## src/rtl/lcd_bus_driver.sv

```systemverilog
// HD44780 write-only bus driver: accepts one byte at a time from a sequencer
// and generates the RS/DATA setup, EN strobe, hold and execution wait timing.
module lcd_bus_driver #(
   parameter int T_POWERUP    = 450000,
   parameter int T_SETUP      = 2,
   parameter int T_EN         = 12,
   parameter int T_HOLD       = 2,
   parameter int T_WAIT_SHORT = 1100,
   parameter int T_WAIT_LONG  = 45000
) (
   input  logic       clk,
   input  logic       rst,
   input  logic       in_valid,
   output logic       in_ready,
   input  logic       in_rs,
   input  logic [7:0] in_data,
   output logic       busy,
   output logic [7:0] LCD_DATA,
   output logic       LCD_RW,
   output logic       LCD_EN,
   output logic       LCD_RS,
   output logic       LCD_ON
);

   localparam logic [19:0] C_POWERUP    = 20'(T_POWERUP);
   localparam logic [19:0] C_SETUP      = 20'(T_SETUP);
   localparam logic [19:0] C_EN         = 20'(T_EN);
   localparam logic [19:0] C_HOLD       = 20'(T_HOLD);
   localparam logic [19:0] C_WAIT_SHORT = 20'(T_WAIT_SHORT);
   localparam logic [19:0] C_WAIT_LONG  = 20'(T_WAIT_LONG);

   typedef enum logic [2:0] {
      ST_POWERUP,
      ST_IDLE,
      ST_SETUP,
      ST_PULSE,
      ST_HOLD,
      ST_WAIT
   } state_t;

   state_t      state;
   state_t      state_next;
   logic [19:0] cnt;
   logic [19:0] cnt_next;
   logic        en_next;
   logic        rs_next;
   logic [7:0]  data_next;
   logic        cnt_last;
   logic        long_cmd;

   // The counter is loaded with a phase length and the phase ends on its
   // last cycle, so every phase lasts exactly its parameter value.
   assign cnt_last = (cnt == 20'd1);

   // Clear (0x01) and home (0x02/0x03) need the long execution time; the
   // bus registers themselves hold the latched byte, so no extra copy.
   assign long_cmd = !LCD_RS && (LCD_DATA[7:2] == 6'd0);

   assign in_ready = (state == ST_IDLE);
   assign busy     = !in_ready;
   assign LCD_RW   = 1'b0;

   // State, timer and registered LCD bus; reset drops EN immediately.
   always_ff @(posedge clk or negedge rst) begin
      if (!rst) begin
         state    <= ST_POWERUP;
         cnt      <= C_POWERUP;
         LCD_EN   <= 1'b0;
         LCD_RS   <= 1'b0;
         LCD_DATA <= 8'h00;
         LCD_ON   <= 1'b0;
      end else begin
         state    <= state_next;
         cnt      <= cnt_next;
         LCD_EN   <= en_next;
         LCD_RS   <= rs_next;
         LCD_DATA <= data_next;
         LCD_ON   <= 1'b1;
      end
   end

   // Next-state logic: each phase counts down, then loads the next phase.
   always_comb begin
      state_next = state;
      cnt_next   = cnt;
      en_next    = 1'b0;
      rs_next    = LCD_RS;
      data_next  = LCD_DATA;
      case (state)
         ST_POWERUP: begin
            if (cnt_last) state_next = ST_IDLE;
            else          cnt_next   = cnt - 20'd1;
         end
         ST_IDLE: begin
            if (in_valid) begin
               state_next = ST_SETUP;
               cnt_next   = C_SETUP;
               rs_next    = in_rs;
               data_next  = in_data;
            end
         end
         ST_SETUP: begin
            if (cnt_last) begin
               state_next = ST_PULSE;
               cnt_next   = C_EN;
               en_next    = 1'b1;
            end else begin
               cnt_next = cnt - 20'd1;
            end
         end
         ST_PULSE: begin
            if (cnt_last) begin
               state_next = ST_HOLD;
               cnt_next   = C_HOLD;
            end else begin
               cnt_next = cnt - 20'd1;
               en_next  = 1'b1;
            end
         end
         ST_HOLD: begin
            if (cnt_last) begin
               state_next = ST_WAIT;
               cnt_next   = long_cmd ? C_WAIT_LONG : C_WAIT_SHORT;
            end else begin
               cnt_next = cnt - 20'd1;
            end
         end
         ST_WAIT: begin
            if (cnt_last) state_next = ST_IDLE;
            else          cnt_next   = cnt - 20'd1;
         end
         default: begin
            state_next = ST_POWERUP;
            cnt_next   = C_POWERUP;
         end
      endcase
   end

endmodule

```

## config.mk

```make
export PLATFORM = sky130hd
export DESIGN_NAME = lcd_bus_driver
export DESIGN_NICKNAME = d
export VERILOG_FILES = /design/src/rtl/lcd_bus_driver.sv
export SDC_FILE = /design/constraint.sdc
export NUM_CORES = 1
export LEC_CHECK = 0
export ABC_AREA = 1
export BUFFER_PORTS_ARGS = -buffer_cell sky130_fd_sc_hd__buf_2
export CAP_MARGIN = 20
export CORE_ASPECT_RATIO = 0.5
export CORE_UTILIZATION = 52
export DETAILED_ROUTE_END_ITERATION = 8
export PLACE_DENSITY = 0.82
export SKIP_CTS_REPAIR_TIMING = 1
export SLEW_MARGIN = 20
export SYNTH_ARGS = -nofsm -noshare
export SYNTH_HDL_FRONTEND = slang
export SYNTH_SLANG_ARGS = --single-unit
```

## constraint.sdc

```tcl
create_clock -name clk -period 1.6 [get_ports clk]
set_input_delay 0.32 -clock clk [delete_from_list [all_inputs] [get_ports clk]]
set_output_delay 0.32 -clock clk [all_outputs]
set_load 0.01 [all_outputs]
```

==> results.yml, run 1 <==
status:
  status: "complete, but fails checks"
  violations: "negative setup slack"
power:
  powerDensity_nw_per_um2: 2270
  irDropWorstVdd_mv: 1.53
  power_leakage_nw: 1.53
  power_mw: 6.90
drt:
  wl_mm: 7.38
  via_count: 2454
  routed-wl-met2_mm: 3.44
  route.detailed.drc: 0
  drt-initial-drc-count: 216
  wl_met3_um: 704
  drt_first_pass_iters: 8
  vias_per_cell: 5.93
  routed.top_layer: "met4"
  met1_length_mm: 2.84
  ant_nets: 0
  avgRoutedWirePerCell_um: 17.8
cells_and_area:
  layout-drive-gt1-share_pct: 43.9
  final_cell_mix: "nand2_1, buf_4, nor2_1"
  layout_commonest_cell: "nand2_1"
  n_fill_cell: 220
  n_antenna_cell: 0
  final_nets: 373
  areaGrowthSynthToFinish_pct: 37.5
critical_path:
  crit_required_ns: 1.82
  worstRegToRegCells: 11
  crit_path_start: "cnt[8]"
  crit_buf_inv: 1
  cp_common_cell: "nand2_1"
  crit_cells: 11
  end_kind: "flop"
  path_cells: "buf_4 > nor2_1 > nand2_1 > nor2_1 > nand2_1 > nand2_1 > nand3_1 > nand2_1 > nand2_1 > nor2_1 > nor2_1"
  worstPathMaxFanout: 4
  crit_end: "cnt[15]"
  critPathLaunchType: "flop"
  arrival_ns: 2.01
  r2r_start: "cnt[8]"
  critPathKind: "reg2reg"
  cp_top_family: "simple AND/OR/NAND/NOR gates"
  rrSetupSlack_ns: -0.19
  r2r-end: "cnt[15]"
  slowest_delay_ns: 0.39
  cp_slowest_cell: "dfstp_2"
timing:
  relSlewSlack_pct: 55.7
  final_max_slew_viol_count: 0
  rsz0062_at_grt: "yes"
  finalCritPeriodShare_pct: 112
  hold_violations: 0
  report.final.setup_viol: 23
  timing.fmax_mhz: 560
  worst_slack_ns: -0.186
  skew_ns: 0.00545
  tightest_slew_ns: 0.664
  fin_crit_ns: 1.79
cts:
  cts_htree_levels: 2
  cts_tree: "built"
  cts_root_buf: "clkbuf_8"
  cts_sinks: 34
  clockBufferDepth: 2
  path_clk_slew_ns: 0.07
  cts_inserted_buffers: 5
  clock_latency_ns: 0.29
die:
  die_h_um: 48.1
  num_rows: 16
  die_x_um: 94.2
  start_util_pct: 55.5
  pin_count: 26
  dieArea_um2: 4530
  placeableCoreArea_um2: 3980
global_route:
  grt_pass1_vias: 1971
  grt-ovfl-total: 0
  grt_start_max_net_pins: 30
  grt_first_pass_wirelength_mm: 8.78
  grt_antenna_before_repair: 0
  grt.total_usage_pct: 26.4
place:
  io_buffers: 24
  post-place-ws_ns: -0.0872
  place_congestion: 0.952
  hpwl_mm: 4.36
synthesis:
  synthCells: 287
  synth_area_leader_cell: "dfrtp_1"
  yosysSeqAreaShare_pct: 39.1
  ys_ff_latch: 34
  synth_top_flop_cell: "dfrtp_1"
  synth_warnings: 0
  postSynthAreaPerCell_um2: 7.70
  ys_types: 32
  synth_area_leaders: "dfrtp_1, dfstp_2, nand2_1"
  syn_area_um2: 2210
  synth_top_area_share_pct: 26.0
  syn-num-nets: 301
  ys_async_sr_fraction_pct: 100
  synth_edf_count: 0
min_path:
  hold_path.class: "in2async"
flow_run:
  maxCapViolations: 0
sequential cells by signal (all words and copies together), names as in the netlist:
signal    cells
LCD_DATA      8
cnt          20
state         3
LCD_RS        1
LCD_ON        1
LCD_EN        1
through the flow:
| stage | std cells | cell area, µm² | hold slack [ns] | TNS, ns | utilization (%) |
|---|---|---|---|---|---|
| after floorplan | 287 | 2210 | 0.0244 | 0 | - |
| after global placement | 399 | 2670 | 0.368 | 0 | 66.9 |
| after CTS | 407 | 2760 | 0.0707 | -1.26 | 69.2 |
| final | 414 | 3040 | 0.0535 | -1.88 | 76.3 |
| after global routing | 414 | 3040 | 0.0998 | -2.79 | 76.3 |
| after detailed placement | 399 | 2670 | 0.380 | -0.910 | 66.9 |
how the worst min path moves through the flow:
stage          from           to  slack, ns  depth (start not counted)
2_1_floorplan   rst  LCD_DATA[0]       0.02                          0
3_3_place_gp    rst       cnt[9]       0.37                          1
3_5_place_dp    rst       cnt[9]       0.38                          1
4_1_cts         rst       cnt[9]       0.07                          1
5_1_grt         rst       cnt[9]        0.1                          1
6_report        rst       cnt[9]       0.05                          1
routing by layer:
layer | track usage [%] | up-vias
met1 | 32.2 | 1154
li1 | - | 1063
met2 | 46.7 | 185
met5 | 0 | -
met3 | 7.63 | 52
met4 | 9.85 | 0
Yosys cell counts, types with 4 or more instances:
cell	n
dfrtp_1	23
nor2_2	5
o21ai_0	7
nor2_4	6
inv_1	22
nand4_1	6
nand3_1	17
nor3_1	4
nand3_2	4
mux2_2	4
xor2_1	10
inv_2	5
nand2_1	73
a21oi_1	16
nor2_1	43
dfstp_2	11
kinds of logic after synthesis:
| logic type | Yosys count | synth area share [%] |
|---|---|---|
| adder cells (fa/ha/maj) | 2 | 1.13 |
| XOR/XNOR | 13 | 5.15 |
| buffers and inverters | 34 | 6.79 |
| AND/OR/NAND/NOR | 170 | 38.8 |
| AO/OA/AOI/OAI | 28 | 6.57 |
| multiplexers | 4 | 2.04 |
| flip-flops | 34 | 39.1 |
| other | 2 | 0.340 |
power by group:
part	switching, mW	internal (mW)
combinational	2.78	1.84
clock	0.325	0.347
sequential	0.297	1.32
total	3.40	3.50
layout make-up:
type	instances	area [µm²]	area share, %
Clock buffer	7	86.3	2.84
Clock inverter	1	5.00	0.165
Inverter	30	135	4.45
Multi-Input combinational cell	220	1410	46.3
Sequential cell	34	865	28.5
Tap cell	54	67.6	2.22
Timing Repair Buffer	68	474	15.6
Note: power is estimated with default switching activity, not from simulation.
==> run 2: changes to the inputs <==
==> constraint.sdc (replaced) <==
create_clock -name clk -period 1.6 [get_ports clk]
set_input_delay 0 -clock clk [delete_from_list [all_inputs] [get_ports clk]]
set_output_delay 0 -clock clk [all_outputs]
set_load 0.01 [all_outputs]
==> run 2 against run 1 <==
Against the previous run: the flow finishes with violations (negative hold slack, negative setup slack); clock skew increased by 0.0072 ns; register-to-register slack got worse by 0.06 ns; clock power increased by 24%; utilization increased by 0.16 points; critical endpoint unchanged; largest cell class unchanged; highest routed layer unchanged.
==> results.yml, run 2 (synthesis gave the netlist of run 1 again) <==
status:
  status: "complete, but fails checks"
  violations: "negative hold slack, negative setup slack"
power:
  powerDensity_nw_per_um2: 2280
  p_sw_mw: 3.43
  sw_frac_of_total_pct: 49.4
  power_leakage_nw: 1.55
  internal_power_mw: 3.51
  combPwrFrac_pct: 64.8
  irDropWorstVdd_mv: 1.48
  clkPwrFrac_pct: 12.0
  seqPwrFrac_pct: 23.2
critical_path:
  path_cells: "buf_4 > nor2_1 > nand2_1 > nor2_2 > nand3_1 > nand3_1 > nand2_1 > nand2_1 > nor2_1 > nor2_1"
  critPathLaunchType: "flop"
  crit_required_ns: 1.81
  cp_slowest_cell: "dfrtp_1"
  end_kind: "flop"
  slowest_delay_ns: 0.40
  critPathKind: "reg2reg"
  arrival_ns: 2.05
  worstPathMaxFanout: 4
timing:
  relSlewSlack_pct: 47.6
  fin_crit_ns: 1.84
  worst_slack_ns: -0.245
  timing.fmax_mhz: 542
  hold_violations: 3
  finalHoldWorstSlack_ns: -0.0469
  tightest_slew_ns: 0.787
  finalCritPeriodShare_pct: 115
  rsz0062_at_grt: "yes"
  skew_ns: 0.0126
  report.final.setup_viol: 22
  final_max_slew_viol_count: 0
flow_run:
  maxCapViolations: 0
drt:
  vias_per_cell: 6.11
  drt_first_pass_iters: 5
  drt-initial-drc-count: 256
  via_count: 2560
  avgRoutedWirePerCell_um: 18.9
  route.detailed.drc: 0
  ant_nets: 0
  wl_mm: 7.91
cells_and_area:
  largest_reg_flops: 20
  n_fill_cell: 228
  final_nets: 378
  final_cell_mix: "nand2_1, buf_4, nor2_1"
  postLayoutCellArea_um2: 3040
  top_register: "cnt"
  layout_commonest_cell: "nand2_1"
  layout-drive-gt1-share_pct: 40.8
  n_antenna_cell: 0
  final_cells: 419
  areaGrowthSynthToFinish_pct: 37.8
  reg_top3: "cnt (20), LCD_DATA (8), state (3)"
  final_core_util_pct: 76.4
global_route:
  grt_antenna_before_repair: 0
  grt_pass1_vias: 1993
  grt_start_max_net_pins: 35
  grt_first_pass_wirelength_mm: 9.07
  grt.total_usage_pct: 27.4
  grt-ovfl-total: 0
die:
  die_h_um: 48.1
  pin_count: 26
  placeableCoreArea_um2: 3980
  num_rows: 16
  die_x_um: 94.2
  dieArea_um2: 4530
  start_util_pct: 55.5
cts:
  path_clk_slew_ns: 0.08
  clock_latency_ns: 0.31
  cts_root_buf: "clkbuf_8"
  cts_tree: "built"
  cts_inserted_buffers: 5
  cts_htree_levels: 2
  clockBufferDepth: 2
  cts_sinks: 34
place:
  placed_area_um2: 2660
  io_buffers: 24
  place_congestion: 0.958
  hpwl_mm: 4.27
  dp_cells: 396
min_path:
  hold_path.class: "in2reg"
-- run 2: cell types whose count changed in the layout (fill, tap and decap cells not counted), sizes merged --
cell,change
clkbuf,-2
buf,-2
bufinv,+1
dlygate4sd3,+7
inv,+1
-- run 2: routing by layer --
layer / part of all wire [%] / global-route usage (%) / up-vias / routed length, µm
li1: - / - / 1069 / -
met1: 37 / 33.9 / 1202 / 2920
met2: 46 / 48.3 / 222 / 3660
met3: 10 / 6.54 / 67 / 793
met4: 6.8 / 11.7 / 0 / 535
met5: 0 / 0 / - / 0
-- run 2: final timing paths --
path,startpoint,to,slack [ns],cells after the start
min in group asynchronous,rst,cnt[13],0.30,2
max in group asynchronous,rst,cnt[1],0.78,2
worst max register to register,cnt[2],cnt[15],-0.24,10
worst min register to register,cnt[18],cnt[18],0.52,2
worst max-delay path,cnt[2],cnt[15],-0.24,10
worst min-delay path,in_rs,LCD_RS,-0.05,3
-- run 2: final cells by class --
| cell class | instances | area, µm² | area share (%) |
|---|---|---|---|
| multi-input combinational | 220 | 1340 | 44.1 |
| clock inverter | 3 | 40.0 | 1.32 |
| clock buffer | 5 | 68.8 | 2.26 |
| tap | 54 | 67.6 | 2.22 |
| sequential | 34 | 865 | 28.4 |
| timing repair buffer | 73 | 534 | 17.6 |
| inverter | 30 | 128 | 4.19 |
-- run 2: power groups by stage --
| stage | clock [mW] | sequential [mW] | combinational (mW) |
|---|---|---|---|
| floorplan | 0 | 1.66 | 2.18 |
| global placement | 0 | 1.55 | 3.46 |
| detailed placement | 0 | 1.57 | 3.54 |
| CTS | 0.794 | 1.56 | 3.59 |
| global route | 0.849 | 1.64 | 4.79 |
| finish | 0.832 | 1.61 | 4.50 |
-- run 2: metrics by stage --
step	power (mW)	setup WS, ns	TNS (ns)
finish	6.95	-0.245	-2.48
global route	7.28	-0.422	-4.46
CTS	5.95	-0.0786	-0.417
detailed placement	5.11	-0.0336	-0.125
global placement	5.01	-0.0288	-0.0428
floorplan	3.84	0.0612	0
-- run 2: worst max-delay path: cells and delay by family (launching register included) --
family                 cells  cell delay (ns)
AND/OR/NAND/NOR            9             1.20
buffers and inverters      1             0.16
flip-flops                 1             0.40
==> run 3: changes to the inputs <==
--- a/config.mk
+++ b/config.mk
@@ -9,9 +9,10 @@
 export BUFFER_PORTS_ARGS = -buffer_cell sky130_fd_sc_hd__buf_2
 export CAP_MARGIN = 20
 export CORE_ASPECT_RATIO = 0.5
+export CORE_MARGIN = 8
 export CORE_UTILIZATION = 52
 export DETAILED_ROUTE_END_ITERATION = 8
-export PLACE_DENSITY = 0.82
+export PLACE_DENSITY = 0.79
 export SKIP_CTS_REPAIR_TIMING = 1
 export SLEW_MARGIN = 20
 export SYNTH_ARGS = -nofsm -noshare
==> run 3 against run 2 <==
Against the previous run: the flow still finishes with violations (negative hold slack, negative setup slack); critical endpoint is now cnt[2]; first-iteration DRC count shrank 42%; clock power shrank 17%; largest cell class unchanged; largest power group unchanged; global-route usage shrank 8.9 points; clock skew shrank 0.0027 ns; final cell count shrank 1.4%; flip-flop and latch count is the same; maximum frequency grew 8.8%; sequential share of layout area grew 0.83 points.
==> results.yml, run 3 (synthesis gave the netlist of run 1 again) <==
status:
  status: "complete, but fails checks"
  violations: "negative hold slack, negative setup slack"
critical_path:
  end_kind: "flop"
  worstRegToRegCells: 10
  crit_required_ns: 1.79
  r2r-end: "cnt[2]"
  critPathKind: "reg2reg"
  critPathLaunchType: "flop"
  arrival_ns: 1.88
  crit_path_start: "cnt[1]"
  r2r_start: "cnt[1]"
  rrSetupSlack_ns: -0.1
  worstPathMaxFanout: 3
power:
  power_leakage_nw: 1.50
  irDropWorstVdd_mv: 1.53
  powerDensity_nw_per_um2: 2170
drt:
  drt-initial-drc-count: 148
  drt_first_pass_iters: 5
  via_count: 2300
  ant_nets: 0
  wl_mm: 6.97
  route.detailed.drc: 0
  vias_per_cell: 5.57
  avgRoutedWirePerCell_um: 16.9
place:
  hpwl_mm: 4.30
  place_congestion: 0.921
  post-place-ws_ns: -0.0586
  io_buffers: 24
cts:
  cts_inserted_buffers: 5
  cts_tree: "built"
  cts_sinks: 34
  cts_root_buf: "clkbuf_8"
  cts_htree_levels: 2
  clockBufferDepth: 2
  clock_latency_ns: 0.30
  path_clk_slew_ns: 0.08
timing:
  finalCritPeriodShare_pct: 106
  rsz0062_at_grt: "yes"
  fin_crit_ns: 1.70
  hold_violations: 1
  relSlewSlack_pct: 48.3
  worst_slack_ns: -0.0952
  finalHoldWorstSlack_ns: -0.0203
  skew_ns: 0.00991
  timing.fmax_mhz: 590
  tightest_slew_ns: 0.776
  report.final.setup_viol: 16
  final_max_slew_viol_count: 0
global_route:
  grt_pass1_vias: 2136
  grt_antenna_before_repair: 0
  grt-ovfl-total: 0
  grt_first_pass_wirelength_mm: 9.52
  grt.total_usage_pct: 18.4
  grt_start_max_net_pins: 35
die:
  placeableCoreArea_um2: 3980
  pin_count: 26
  num_rows: 16
  dieArea_um2: 6720
  start_util_pct: 55.5
  die_h_um: 62.1
  die_x_um: 108
cells_and_area:
  n_antenna_cell: 0
  largest_reg_flops: 20
  n_fill_cell: 268
  final_nets: 372
  top_register: "cnt"
  layout-drive-gt1-share_pct: 39.0
  multi_input_area_um2: 1300
  reg_top3: "cnt (20), LCD_DATA (8), state (3)"
  areaGrowthSynthToFinish_pct: 33.9
  register_area_um2: 865
  layout_commonest_cell: "nand2_1"
  final_cell_mix: "nand2_1, nor2_1, buf_4"
min_path:
  hold_path.class: "in2reg"
  min_path_cells: 3
  hold_start: "in_data[4]"
  hold_end: "LCD_DATA[4]"
flow_run:
  maxCapViolations: 0
==> run 3: cell types whose count changed in the layout (fill, tap and decap cells not counted), sizes merged <==
cell         delta
bufinv          -1
clkbuf          +1
clkinv          -1
buf             -7
nand3           -1
clkinvlp        +1
dlygate4sd3     +2
==> run 3: worst max-delay path by stage <==
| stage | to | cells past startpoint |
|---|---|---|
| after floorplan | cnt[3] | 9 |
| after global placement | cnt[3] | 9 |
| after detailed placement | cnt[5] | 10 |
| after CTS | cnt[8] | 11 |
| after global routing | cnt[2] | 9 |
| final | cnt[2] | 10 |
==> run 3: per-stage QoR <==
step	std cells	setup TNS [ns]	power [mW]	area, µm²	util, %
after global routing	413	-2.54	6.82	2960	74.2
after global placement	394	0	5.02	2640	66.3
after floorplan	287	0	3.84	2210	-
after CTS	402	-0.693	5.83	2740	68.7
final	413	-0.605	6.41	2960	74.2
after detailed placement	394	-0.204	5.12	2640	66.3
==> run 3: worst max-delay path, stage by stage, from the launching register on <==
cell and delay, ns:
dfrtp_1 0.39, inv_2 0.09, ha_4 0.12, nand2_1 0.05
nor2_2 0.12, buf_4 0.14, nand4_1 0.20, nand3_4 0.22
nor2_1 0.07, o21ai_1 0.10, nand2_1 0.07
==> run 3: layout make-up <==
class,count,area share (%)
Tap cell,54,2.28
Multi-Input combinational cell,219,44.1
Sequential cell,34,29.2
Clock inverter,2,0.423
Inverter,30,4.23
Timing Repair Buffer,68,17.0
Clock buffer,6,2.79
==> run 3: routing by layer <==
| metal | track usage [%] | wire length (µm) | up-vias |
|---|---|---|---|
| met4 | 7.42 | 140 | 0 |
| met2 | 30.5 | 3310 | 136 |
| met5 | 0 | 0 | - |
| li1 | - | - | 1052 |
| met3 | 5.56 | 632 | 16 |
| met1 | 22.4 | 2880 | 1096 |
==> run 3: where the power goes <==
group	total, mW	switching [mW]	internal [mW]	leakage [nW]
Sequential	1.61	0.293	1.32	0.397
Combinational	4.12	2.46	1.66	1.06
Clock	0.687	0.341	0.346	0.0472
